===== src/rtl/apb_pkg.sv =====
// ----------------------------------------------------------------------------
// apb_pkg
// Shared definitions for the APB command master:
//   - apb_state_e : requester FSM states (IDLE, SETUP, ACCESS)
//   - ADDR_W_DEF / DATA_W_DEF : default bus widths
//   - ALIGN_MASK  : low address bits that must be zero for a word access
//   - is_aligned(): helper applying ALIGN_MASK to the two low address bits
// ----------------------------------------------------------------------------
package apb_pkg;

    localparam int ADDR_W_DEF = 32;
    localparam int DATA_W_DEF = 32;

    // The slave is a bank of 32-bit registers, so only word addresses are legal.
    localparam logic [1:0] ALIGN_MASK = 2'b11;

    typedef enum logic [1:0] {
        IDLE   = 2'd0,
        SETUP  = 2'd1,
        ACCESS = 2'd2
    } apb_state_e;

    function automatic logic is_aligned(input logic [1:0] low_bits);
        return (low_bits & ALIGN_MASK) == 2'b00;
    endfunction

endpackage : apb_pkg


===== src/rtl/apb_wait_timer.sv =====
// ----------------------------------------------------------------------------
// apb_wait_timer
// Counts ACCESS cycles spent waiting for PREADY and flags when the wait
// budget is used up.
//   clk     in   clock
//   rst_n   in   synchronous active-low reset (count -> 0)
//   clear   in   synchronous clear, has priority over enable
//   enable  in   increment the count this cycle
//   expire  out  count has reached TIMEOUT_CYCLES-1 (never when TIMEOUT_CYCLES=0)
// ----------------------------------------------------------------------------
module apb_wait_timer
    import apb_pkg::*;
#(
    parameter int TMR_W          = 8,
    parameter int TIMEOUT_CYCLES = 16
) (
    input  logic clk,
    input  logic rst_n,
    input  logic clear,
    input  logic enable,
    output logic expire
);

    localparam bit TMR_EN = (TIMEOUT_CYCLES != 0);
    localparam logic [TMR_W-1:0] LIMIT =
        (TIMEOUT_CYCLES == 0) ? '0 : TMR_W'(TIMEOUT_CYCLES - 1);

    logic [TMR_W-1:0] count;

    // Saturate rather than wrap so a disabled timeout can never alias back
    // onto the limit after a very long wait.
    always_ff @(posedge clk) begin
        if (!rst_n) begin
            count <= '0;
        end else if (clear) begin
            count <= '0;
        end else if (enable && (count != '1)) begin
            count <= count + 1'b1;
        end
    end

    assign expire = TMR_EN && (count == LIMIT);

endmodule : apb_wait_timer


===== src/rtl/apb_cmd_master.sv =====
// ----------------------------------------------------------------------------
// apb_cmd_master
// APB3 requester: turns a valid/ready command stream into SETUP/ACCESS bus
// transfers and returns exactly one response pulse per accepted command.
//
// Handshake semantics: a command transfers on the PCLK rising edge where
// cmd_valid && cmd_ready. cmd_ready is high only in IDLE and only while
// rsp_valid is low. rsp_valid is a single-cycle pulse with no backpressure;
// rsp_rdata/rsp_error hold their value until the next response.
//
// Ports
//   PCLK, PRESETn         clock, synchronous active-low reset
//   cmd_valid/ready       command handshake
//   cmd_write/addr/wdata  command payload (byte address)
//   rsp_valid             response pulse
//   rsp_rdata             read data, 0 for writes and errors
//   rsp_error             PSLVERR, wait timeout or misaligned address
//   PSEL..PWDATA          APB requester outputs (all registered)
//   PRDATA/PREADY/PSLVERR APB completer inputs
//   fsm_state             debug view of the FSM state
// ----------------------------------------------------------------------------
module apb_cmd_master
    import apb_pkg::*;
#(
    parameter int ADDR_W         = ADDR_W_DEF,
    parameter int DATA_W         = DATA_W_DEF,
    parameter int TIMEOUT_CYCLES = 16,
    parameter int TMR_W          = 8
) (
    input  logic              PCLK,
    input  logic              PRESETn,

    input  logic              cmd_valid,
    output logic              cmd_ready,
    input  logic              cmd_write,
    input  logic [ADDR_W-1:0] cmd_addr,
    input  logic [DATA_W-1:0] cmd_wdata,

    output logic              rsp_valid,
    output logic [DATA_W-1:0] rsp_rdata,
    output logic              rsp_error,

    output logic              PSEL,
    output logic              PENABLE,
    output logic              PWRITE,
    output logic [ADDR_W-1:0] PADDR,
    output logic [DATA_W-1:0] PWDATA,
    input  logic [DATA_W-1:0] PRDATA,
    input  logic              PREADY,
    input  logic              PSLVERR,

    output apb_state_e        fsm_state
);

    apb_state_e state;
    logic       tmr_expire;
    logic       accept;

    // Gating on rsp_valid guarantees at least one idle cycle between a
    // response and the next accept.
    assign cmd_ready = (state == IDLE) && !rsp_valid;
    assign accept    = cmd_valid && cmd_ready;
    assign fsm_state = state;

    // Timer restarts in SETUP so every ACCESS phase starts counting from 0.
    apb_wait_timer #(
        .TMR_W          (TMR_W),
        .TIMEOUT_CYCLES (TIMEOUT_CYCLES)
    ) u_wait_timer (
        .clk    (PCLK),
        .rst_n  (PRESETn),
        .clear  (state == SETUP),
        .enable ((state == ACCESS) && !PREADY),
        .expire (tmr_expire)
    );

    always_ff @(posedge PCLK) begin
        if (!PRESETn) begin
            state     <= IDLE;
            PSEL      <= 1'b0;
            PENABLE   <= 1'b0;
            PWRITE    <= 1'b0;
            PADDR     <= '0;
            PWDATA    <= '0;
            rsp_valid <= 1'b0;
            rsp_rdata <= '0;
            rsp_error <= 1'b0;
        end else begin
            // Response is a pulse: cleared every cycle unless re-raised below.
            rsp_valid <= 1'b0;

            case (state)
                IDLE: begin
                    if (accept) begin
                        if (is_aligned(cmd_addr[1:0])) begin
                            PWRITE  <= cmd_write;
                            PADDR   <= cmd_addr;
                            PWDATA  <= cmd_wdata;
                            PSEL    <= 1'b1;
                            PENABLE <= 1'b0;
                            state   <= SETUP;
                        end else begin
                            // Misaligned: answer locally, bus untouched.
                            rsp_valid <= 1'b1;
                            rsp_error <= 1'b1;
                            rsp_rdata <= '0;
                        end
                    end
                end

                SETUP: begin
                    PENABLE <= 1'b1;
                    state   <= ACCESS;
                end

                ACCESS: begin
                    // PREADY wins over a timeout firing in the same cycle.
                    if (PREADY) begin
                        PSEL      <= 1'b0;
                        PENABLE   <= 1'b0;
                        state     <= IDLE;
                        rsp_valid <= 1'b1;
                        rsp_error <= PSLVERR;
                        rsp_rdata <= (!PWRITE && !PSLVERR) ? PRDATA : '0;
                    end else if (tmr_expire) begin
                        PSEL      <= 1'b0;
                        PENABLE   <= 1'b0;
                        state     <= IDLE;
                        rsp_valid <= 1'b1;
                        rsp_error <= 1'b1;
                        rsp_rdata <= '0;
                    end
                end

                default: begin
                    PSEL    <= 1'b0;
                    PENABLE <= 1'b0;
                    state   <= IDLE;
                end
            endcase
        end
    end

endmodule : apb_cmd_master


===== config.mk =====
export PLATFORM = sky130hd
export DESIGN_NAME = apb_cmd_master
export DESIGN_NICKNAME = d
export VERILOG_FILES = /design/src/rtl/apb_pkg.sv /design/src/rtl/apb_wait_timer.sv /design/src/rtl/apb_cmd_master.sv
export SDC_FILE = /design/constraint.sdc
export NUM_CORES = 1
export LEC_CHECK = 0
export BUFFER_PORTS_ARGS = -buffer_cell sky130_fd_sc_hd__buf_2
export CORE_AREA = 3 3 92 94
export CTS_BUF_LIST = sky130_fd_sc_hd__clkbuf_4
export CTS_CLUSTER_DIAMETER = 80
export CTS_CLUSTER_SIZE = 16
export DETAILED_ROUTE_END_ITERATION = 8
export DIE_AREA = 0 0 95 97
export PLACE_DENSITY_LB_ADDON = 0.15
export SLEW_MARGIN = 20
export SYNTH_ARGS = -nofsm -noshare
export SYNTH_HDL_FRONTEND = slang
export SYNTH_SLANG_ARGS = --single-unit

===== constraint.sdc =====
create_clock -name PCLK -period 4.7 [get_ports PCLK]
set_clock_uncertainty 0.2 [all_clocks]
set_input_delay 0.47 -clock PCLK [delete_from_list [all_inputs] [get_ports PCLK]]
set_output_delay 0.47 -clock PCLK [all_outputs]
set_load 0.01 [all_outputs]

==> After elaboration in Yosys (flattened, before gate mapping) <==
Index checks and enable logic that the tools add are counted.
{ "op_classes": {"add_sub_neg": 1, "muxes": 29, "reduce_logical": 17, "n_eq_ne": 8, "bitwise_logic": 2} }
{ "op_table": {"columns": ["op", "n"], "rows": [
  ["$mux W32", 5],
  ["$pmux W32 S2", 1],
  ["$mux W1", 14],
  ["$add A8 B1 Y8 const B", 1],
  ["$eq A8 B4 Y1 const B", 1],
  ["$mux W2", 4],
  ["$ne A8 B8 Y1 const B", 1],
  ["$reduce_and A4 Y1", 2],
  ["$pmux W1 S3", 2],
  ["$pmux W2 S3", 1],
  ["$reduce_and A3 Y1", 2],
  ["$logic_and A1 B1 Y1", 5],
  ["$logic_not A1 Y1", 4],
  ["$logic_not A2 Y1", 2],
  ["$ne A2 B2 Y1 const B", 2],
  ["$pmux W1 S2", 2],
  ["$ne A3 B3 Y1 const B", 1],
  ["$eq A2 B1 Y1 const B", 1],
  ["$eq A2 B2 Y1 const B", 1],
  ["$ne A2 B1 Y1 const B", 1],
  ["$not A1 Y1", 2],
  ["$reduce_bool A2 Y1", 1],
  ["$reduce_or A2 Y1", 1]
]} }
{ "word_totals": {"register_bits": 111, "inputBits": 102, "output_inout_bits": 104} }

==> Longest topological paths before layout <==
Gate-level depths: netlist of run 1.
{ "depth": {"ltp_word": 5, "ltp_mapped": 7} }

==> Modules after synthesis <==
Synthesis of run 1 repeated with hierarchy kept, for this count alone.
{ "hier_totals": {"hier_cells": 434, "area_unflattened_um2": 3967.6} }
{ "by_module_without_submodules": {"columns": ["mod", "n_inst", "area_per_inst_um2", "seq_area_each_um2", "cells_each"], "rows": [
  ["apb_cmd_master", 1, 3532.1, 2042.0, 386],
  ["apb_wait_timer", 1, 435.4, 160.2, 48]
]} }

==> Worst setup path after synthesis of run 1 <==
No wires, ideal clock.
{ "synth_timing": {"path_type": "register -> register", "startpoint": "reg u_wait_timer.count[7]", "endpoint": "reg rsp_rdata[0]", "arrival_ns": 1.705, "path_stages_with_launch": 6, "required_time_ns": 4.383, "setup_ns": 0.117, "setup_slack_ns": 2.678, "n_path_buf": 1, "cell_sequence": "dfxtp_1 -> or4_4 -> o21a_4 -> o31a_4 -> buf_6 -> a22o_1"} }
{ "synth_via": {"elab_chain_cells": 3} }
{ "synth_rtl": {"columns": ["item", "line_no", "rtl"], "rows": [
  ["from (decl)", "apb_wait_timer.sv:28", "logic [TMR_W-1:0] count;"],
  ["from (signal assigned)", "apb_wait_timer.sv:38", "count <= count + 1'b1;"],
  ["$eq A8 B4 Y1", "apb_wait_timer.sv:42", "assign expire = TMR_EN && (count == LIMIT);"],
  ["$ne A3 B3 Y1 (no source line)", null, null],
  ["$reduce_and A4 Y1 (no source line)", null, null],
  ["to (signal assigned)", "apb_cmd_master.sv:124", "rsp_rdata <= (!PWRITE && !PSLVERR) ? PRDATA : '0;"],
  ["to (decl)", "apb_cmd_master.sv:40", "output logic [DATA_W-1:0] rsp_rdata,"]
]} }
No other way between the ends.
A chain may end at the register's enable or synchronous reset.

==> Worst setup path in the final report of run 1 <==
{ "layout_timing": {"startpoint": "reg u_wait_timer.count[4]", "endpoint": "reg rsp_rdata[24]"} }
Same word-level chain as after synthesis.

==> flow_metrics.py, run 1 <==
metrics = {
    "worst_setup_path": {
        "worstSetupPathType": "reg -> reg",
        "type_of_destination_of_the_critical_path": "flop",
        "timing.critical_path.required_ns": 4.83,
        "worstSetupStartpointType": "flop",
        "timing.critical_path.fanout_max": 32,
        "cp.arrival_ns": 2.30,
    },
    "timing": {
        "maxSlewViolCount": 0,
        "timing.fmax_mhz": 461,
        "finalSetupViolCount": 0,
        "final_period_minus_worst_setup_slack_ns": 2.17,
        "setup_repair_after_global_routing_missed_its_margin": "no",
        "slew_hr_pct": 55.0,
        "post-route-worst-setup-slack_ns": 2.53,
        "final_count_of_hold_timing_violations": 0,
        "final.setup.tns_ns": 0,
        "worstMarginPinSlew_ns": 0.675,
        "fin_crit_sh_pct": 46.2,
    },
    "clock_network": {
        "insertion_delay_ns": 0.43,
        "number_of_buffers_inserted_to_repair_setup_after_cts": 0,
        "tritoncts.num_buffers": 9,
        "clock_tree.htree_level_count": 3,
        "cts.repair.resized": 0,
        "clock_tree_from_tritoncts": "yes",
        "clock_sinks": 110,
        "ctsRootBufferMaster": "sky130_fd_sc_hd__clkbuf_4",
        "clk_pin_slew_worst_paths_ns": 0.16,
        "cts_hold_buf": 0,
        "cts.path.max_buffers": 2,
    },
    "die": {
        "die_height_um": 97,
        "die_width_um": 95,
        "pin_count": 206,
        "row_count": 32,
        "initial_utilization_pct": 50.0,
        "dieArea_mm2": 0.00922,
        "core_area_mm2": 0.00773,
    },
    "logic_synthesis": {
        "yosys_warnings": 0,
        "postSynthNetCount": 526,
        "mean_cell_area_of_the_mapped_netlist_um2": 9.14,
        "synth-edff-count": 0,
        "ys_seq_area_share_pct": 57.0,
        "synth.lib_cells_used.distinct": 38,
        "synth-seq-cells": 110,
        "synthArstFlopShare_pct": 0,
        "post_synth_instance_area_mm2": 0.00387,
        "synth_cells": 423,
        "dominantRegCellSynth": "sky130_fd_sc_hd__dfxtp_1",
    },
    "detailed_routing": {
        "vias_per_cell": 4.93,
        "drt_pre_antenna_iters": 4,
        "drt_drc_violations_left": 0,
        "antenna_left": 0,
        "route.vias.total": 3607,
        "drt_first_iter_violations": 81,
        "post_drt_wl_per_cell_um": 13.9,
        "totalWireLength_um": 10100,
    },
    "placement": {
        "dpl_worst_slack_ns": 2.35,
        "finalWeightedCongestion": 0.795,
        "port_buffers": 205,
        "post_placement_cell_count": 704,
        "dpl.hpwl_um": 7260,
    },
    "finish": {
        "instances_no_fill": 732,
        "fillers": 653,
        "most_used_cells_in_the_layout_excluding_fill_and_tap_cells": "205 x sky130_fd_sc_hd__buf_2, 129 x sky130_fd_sc_hd__nand2_1, 110 x sky130_fd_sc_hd__dfxtp_1",
        "diodes": 0,
        "fraction_of_final_layout_cells_with_drive_strength_greater_than_1_pct": 37.6,
        "layout.nets": 729,
        "synthToLayoutAreaGrowth_pct": 32.7,
        "layout.cells.most_common": "sky130_fd_sc_hd__buf_2",
    },
    "global_route": {
        "grt_first_pass_wirelength_um": 15600,
        "grt.overflow.total": 0,
        "largest_net_degree_at_the_start_of_global_routing": 68,
        "via_count_of_the_first_global_routing_pass": 3333,
        "groute.usage.overall_pct": 21.1,
        "grt_antenna_before_repair": 0,
    },
    "status": {
        "run_status": "finished clean",
    },
    "job": {
        "drv_cap": 0,
    },
    "worst_hold_path": {
        "holdCritPathClass": "in -> reg",
    },
    "pwr": {
        "p_leak_nw": 2.40,
        "pwr_density_cell_mw_per_mm2": 297,
        "ir_drop_uv": 169,
    },
}
sequential cells by signal (all words and copies together), names as in the netlist:
signal,count
PADDR,32
PSEL,1
PWDATA,32
PWRITE,1
fsm_state,2
rsp_error,1
rsp_rdata,32
rsp_valid,1
u_wait_timer.count,8
worst paths after layout:
path | slack [ns] | start | endpoint | cells after the start
worst min-delay path | 0.04 | PRDATA[9] | rsp_rdata[9] | 2
worst min register to register | 0.26 | PADDR[31] | PADDR[31] | 2
worst max register to register | 2.53 | u_wait_timer.count[4] | rsp_rdata[24] | 4
worst max-delay path | 2.53 | u_wait_timer.count[4] | rsp_rdata[24] | 4
layer usage:
metal  global-route usage, %  wire [um]
met5                       0          0
met4                    8.66        172
met3                    8.94       1060
met2                    34.7       4890
met1                    23.9       4020
through the flow:
step           instance area, um^2  hold slack (ns)  util [%]  total power [mW]
6_report                      5130           0.0397      66.4              1.52
5_1_grt                       5130          0.00152      66.4              1.59
3_3_place_gp                  4880            0.239      63.2              1.13
4_1_cts                       4990           0.0104      64.6              1.53
3_5_place_dp                  4880            0.244      63.2              1.13
2_1_floorplan                 3870            0.264         -              1.06
report_power, final:
group          internal [mW]  leakage (nW)  switching (mW)
Clock                  0.113        0.0549           0.292
Combinational         0.0705          1.46          0.0810
Sequential             0.954         0.890          0.0115
worst max-delay path, stage by stage, from the launching register on:
cell and delay [ns]:
sky130_fd_sc_hd__dfxtp_1 0.38, sky130_fd_sc_hd__or4_4 0.53, sky130_fd_sc_hd__o21a_4 0.23, sky130_fd_sc_hd__o31a_4 0.46
sky130_fd_sc_hd__a22o_2 0.25
layout make-up:
cell class | instances | area, um^2 | area share (%)
clock buffers | 10 | 75.1 | 1.46
clock inverters | 5 | 36.3 | 0.707
inverters | 1 | 3.75 | 0.0732
multi-input cells | 283 | 1510 | 29.3
flip-flops and latches | 110 | 2200 | 42.9
well taps | 102 | 128 | 2.49
repair buffers | 221 | 1180 | 23.0
synthesized netlist by cell type, types with 3 or more instances:
library cell	number	area, um^2
sky130_fd_sc_hd__a21oi_1	67	335
sky130_fd_sc_hd__a22o_1	30	263
sky130_fd_sc_hd__and3_1	4	25.0
sky130_fd_sc_hd__buf_6	5	56.3
sky130_fd_sc_hd__clkbuf_1	19	71.3
sky130_fd_sc_hd__dfxtp_1	110	2200
sky130_fd_sc_hd__nand2_1	129	484
sky130_fd_sc_hd__nand3_1	6	30.0
sky130_fd_sc_hd__nor2_1	10	37.5
sky130_fd_sc_hd__nor3_1	4	20.0
sky130_fd_sc_hd__o21ai_0	3	15.0
sky130_fd_sc_hd__xor2_1	4	35.0
cells by family (layout without fill, tap and decap cells):
| group | count (synthesis) | count (layout) | share of synthesized area [%] |
|---|---|---|---|
| and+or+nand+nor | 166 | 166 | 18.5 |
| buffers and inverters | 30 | 237 | 4.50 |
| xor gates and xnor gates | 4 | 4 | 0.906 |
| muxes | 1 | 1 | 0.259 |
| DFF | 110 | 110 | 57.0 |
| adders and majority gates | 1 | 1 | 0.324 |
| AOI/OAI and AO/OA | 111 | 111 | 18.6 |
(Power assumes the default switching activity.)
==> inputs of run 2 (changes only) <==
--- a/config.mk
+++ b/config.mk
@@ -5,13 +5,14 @@
 export SDC_FILE = /design/constraint.sdc
 export NUM_CORES = 1
 export LEC_CHECK = 0
+export ABC_AREA = 1
 export BUFFER_PORTS_ARGS = -buffer_cell sky130_fd_sc_hd__buf_2
-export CORE_AREA = 3 3 92 94
+export CORE_AREA = 3 3 101 103
 export CTS_BUF_LIST = sky130_fd_sc_hd__clkbuf_4
 export CTS_CLUSTER_DIAMETER = 80
 export CTS_CLUSTER_SIZE = 16
 export DETAILED_ROUTE_END_ITERATION = 8
-export DIE_AREA = 0 0 95 97
+export DIE_AREA = 0 0 104 106
 export PLACE_DENSITY_LB_ADDON = 0.15
 export SLEW_MARGIN = 20
 export SYNTH_ARGS = -nofsm -noshare
==> constraint.sdc (replaced) <==
create_clock -name PCLK -period 2.2 [get_ports PCLK]
set_clock_uncertainty 0.2 [all_clocks]
set_input_delay 0.22 -clock PCLK [delete_from_list [all_inputs] [get_ports PCLK]]
set_output_delay 0.22 -clock PCLK [all_outputs]
set_load 0.01 [all_outputs]
==> run 2 against run 1 <==
Non-clock buffer count increased by 113; largest power group unchanged; final cell count increased by 47%; routed wire length increased by 57%; via count increased by 51%.
==> flow_metrics.py, run 2 <==
metrics = {
    "logic_synthesis": {
        "synth-seq-cells": 110,
        "synth_top_cells_by_area": "sky130_fd_sc_hd__dfxtp_1 48%, sky130_fd_sc_hd__nor2_1 19%, sky130_fd_sc_hd__nand4_1 6.3%",
        "post_synth_instance_area_mm2": 0.00454,
        "synth_top_area_cell": "sky130_fd_sc_hd__dfxtp_1",
        "synthArstFlopShare_pct": 0,
        "synth_top_area_share_pct": 48.5,
        "yosys_warnings": 0,
        "dominantRegCellSynth": "sky130_fd_sc_hd__dfxtp_1",
        "postSynthNetCount": 746,
        "ys_seq_area_share_pct": 48.5,
        "synth.cells.most_frequent": "228 x sky130_fd_sc_hd__nor2_1, 110 x sky130_fd_sc_hd__dfxtp_1, 58 x sky130_fd_sc_hd__nand2_1",
        "compound_gate_portion_of_the_synthesized_area_pct": 8.56,
        "xor_and_xnor_fraction_of_the_mapped_netlist_area_pct": 0.385,
        "post_synth_mux_area_share_pct": 0,
        "yosys.cell_count.top_type": "sky130_fd_sc_hd__nor2_1",
        "synth_top_family_by_area": "simple AND/OR/NAND/NOR gates",
        "synth_fa_ha_area_share_pct": 0.275,
        "synthSimpleGateAreaFrac_pct": 32.6,
        "synth_cells": 643,
        "synth.lib_cells_used.distinct": 24,
        "mean_cell_area_of_the_mapped_netlist_um2": 7.07,
        "synth-edff-count": 0,
    },
    "timing": {
        "final_period_minus_worst_setup_slack_ns": 2.15,
        "maxSlewViolCount": 0,
        "finalSetupViolCount": 0,
        "fin_worst_hold_slack_ns": 0.0706,
        "setup_repair_after_global_routing_missed_its_margin": "no",
        "timing.fmax_mhz": 464,
        "final.setup.tns_ns": 0,
        "worstMarginPinSlew_ns": 0.482,
        "slew_hr_pct": 67.8,
        "final_count_of_hold_timing_violations": 0,
        "fin_crit_sh_pct": 97.9,
    },
    "die": {
        "dieArea_mm2": 0.0110,
        "die_width_um": 104,
        "pin_count": 206,
        "die_height_um": 106,
        "row_count": 35,
        "initial_utilization_pct": 48.9,
        "core_area_mm2": 0.00928,
    },
    "global_route": {
        "largest_net_degree_at_the_start_of_global_routing": 63,
        "groute.usage.overall_pct": 27.8,
        "via_count_of_the_first_global_routing_pass": 5479,
        "grt.overflow.total": 0,
        "grt_first_pass_wirelength_um": 25500,
        "grt_antenna_before_repair": 0,
    },
    "worst_setup_path": {
        "worstSetupStartpointType": "flop",
        "worstSetupPathType": "reg -> reg",
        "type_of_destination_of_the_critical_path": "flop",
        "timing.critical_path.required_ns": 2.36,
        "cp.arrival_ns": 2.31,
        "timing.critical_path.fanout_max": 31,
    },
    "status": {
        "run_status": "finished clean",
    },
    "clock_network": {
        "clock_tree.htree_level_count": 3,
        "ctsRootBufferMaster": "sky130_fd_sc_hd__clkbuf_4",
        "clock_sinks": 110,
        "insertion_delay_ns": 0.45,
        "tritoncts.num_buffers": 9,
        "clock_tree_from_tritoncts": "yes",
        "cts.path.max_buffers": 2,
        "clk_pin_slew_worst_paths_ns": 0.16,
    },
    "detailed_routing": {
        "route.vias.total": 5462,
        "antenna_left": 0,
        "drt_pre_antenna_iters": 5,
        "drt_drc_violations_left": 0,
        "drt_first_iter_violations": 294,
        "totalWireLength_um": 15900,
        "post_drt_wl_per_cell_um": 14.7,
        "vias_per_cell": 5.06,
    },
    "pwr": {
        "post-layout-total-power_mw": 4.00,
        "p_leak_nw": 3.68,
        "pwr_density_cell_mw_per_mm2": 576,
        "ir_drop_uv": 379,
    },
    "finish": {
        "synthToLayoutAreaGrowth_pct": 52.8,
        "layout.cells.most_common": "sky130_fd_sc_hd__nor2_1",
        "diodes": 0,
        "fillers": 707,
        "reg_top3": "PADDR (32), PWDATA (32), rsp_rdata (32)",
        "layout.nets": 1049,
        "fraction_of_final_layout_cells_with_drive_strength_greater_than_1_pct": 26.3,
        "fin_area_mm2": 0.00695,
        "most_used_cells_in_the_layout_excluding_fill_and_tap_cells": "227 x sky130_fd_sc_hd__nor2_1, 205 x sky130_fd_sc_hd__buf_2, 111 x sky130_fd_sc_hd__dlygate4sd3_1",
    },
    "job": {
        "drv_cap": 0,
    },
    "placement": {
        "placedInstanceArea_mm2": 0.00563,
        "finalWeightedCongestion": 0.830,
        "dpl.hpwl_um": 9180,
        "port_buffers": 205,
    },
    "worst_hold_path": {
        "holdCritPathClass": "in -> reg",
    },
}
-- run 2: changes by cell type in the layout (fill, tap and decap cells not counted), sizes merged, moves of 14 or more --
cell	before	now
nor2	10	231
dlygate4sd3	13	111
nand2	129	58
o21ai	4	70
a21oi	67	7
inv	2	60
nand4	1	46
a22o	32	0
buf	208	222
-- run 2: per-layer routing --
metal / vias up / wire [um] / global-route usage, %
met5: - / 0 / 0
met4: 0 / 714 / 16.0
met3: 72 / 1240 / 7.04
met2: 262 / 7920 / 49.9
met1: 2492 / 6000 / 29.8
li1: 2636 / - / -
-- run 2: report_power, final --
part           internal [mW]  switching, mW
Combinational          0.404          0.431
Sequential              2.11         0.0643
Clock                  0.347          0.640
-- run 2: timing repair --
action,in CTS,in global routing
buffers inserted,0,4
hold endpoints to repair,98,0
hold buffers,111,0
endpoints found under the setup margin,0,13
gates resized for setup,0,8
-- run 2: path summary, 6_finish.rpt --
kind,slack [ns],from,cells past startpoint,to
min reg2reg,0.24,PADDR[1],2,PADDR[1]
max reg2reg,0.05,fsm_state[1],8,PWDATA[6]
min,0.07,PREADY,5,rsp_rdata[2]
max,0.05,fsm_state[1],8,PWDATA[6]
-- run 2: kinds of logic after synthesis --
logic type | after synthesis
and+or+nand+nor | 351
AOI/OAI and AO/OA | 77
buffers and inverters | 102
xor gates and xnor gates | 2
adders and majority gates | 1
DFF | 110
-- run 2: final cells by class --
class                           instances  area (um^2)  share of cell area, %
Inverter                               60          228                   3.28
Clock inverter                          5         51.3                  0.739
Multi-Input combinational cell        431         1910                   27.6
Timing Repair Buffer                  334         2310                   33.2
Tap cell                              129          161                   2.32
Clock buffer                           10         75.1                   1.08
Sequential cell                       110         2210                   31.8
-- run 2: critical path, stage by stage (launching register included) --
cell and delay (ns):
sky130_fd_sc_hd__dfxtp_4 0.39, sky130_fd_sc_hd__nor2_4 0.13, sky130_fd_sc_hd__nand3_2 0.11, sky130_fd_sc_hd__nor2_4 0.18, sky130_fd_sc_hd__inv_4 0.08, sky130_fd_sc_hd__buf_12 0.17
sky130_fd_sc_hd__nor2_1 0.13, sky130_fd_sc_hd__nor2_1 0.08, sky130_fd_sc_hd__dlygate4sd3_1 0.56
-- run 2: through the flow --
step	instances	setup WS [ns]	util, %
4_1_cts	1074	0.0123	74.0
3_5_place_dp	948	0.315	60.7
2_1_floorplan	643	0.609	-
3_3_place_gp	948	0.359	60.7
6_report	1079	0.0452	74.8
5_1_grt	1079	0.00680	74.8
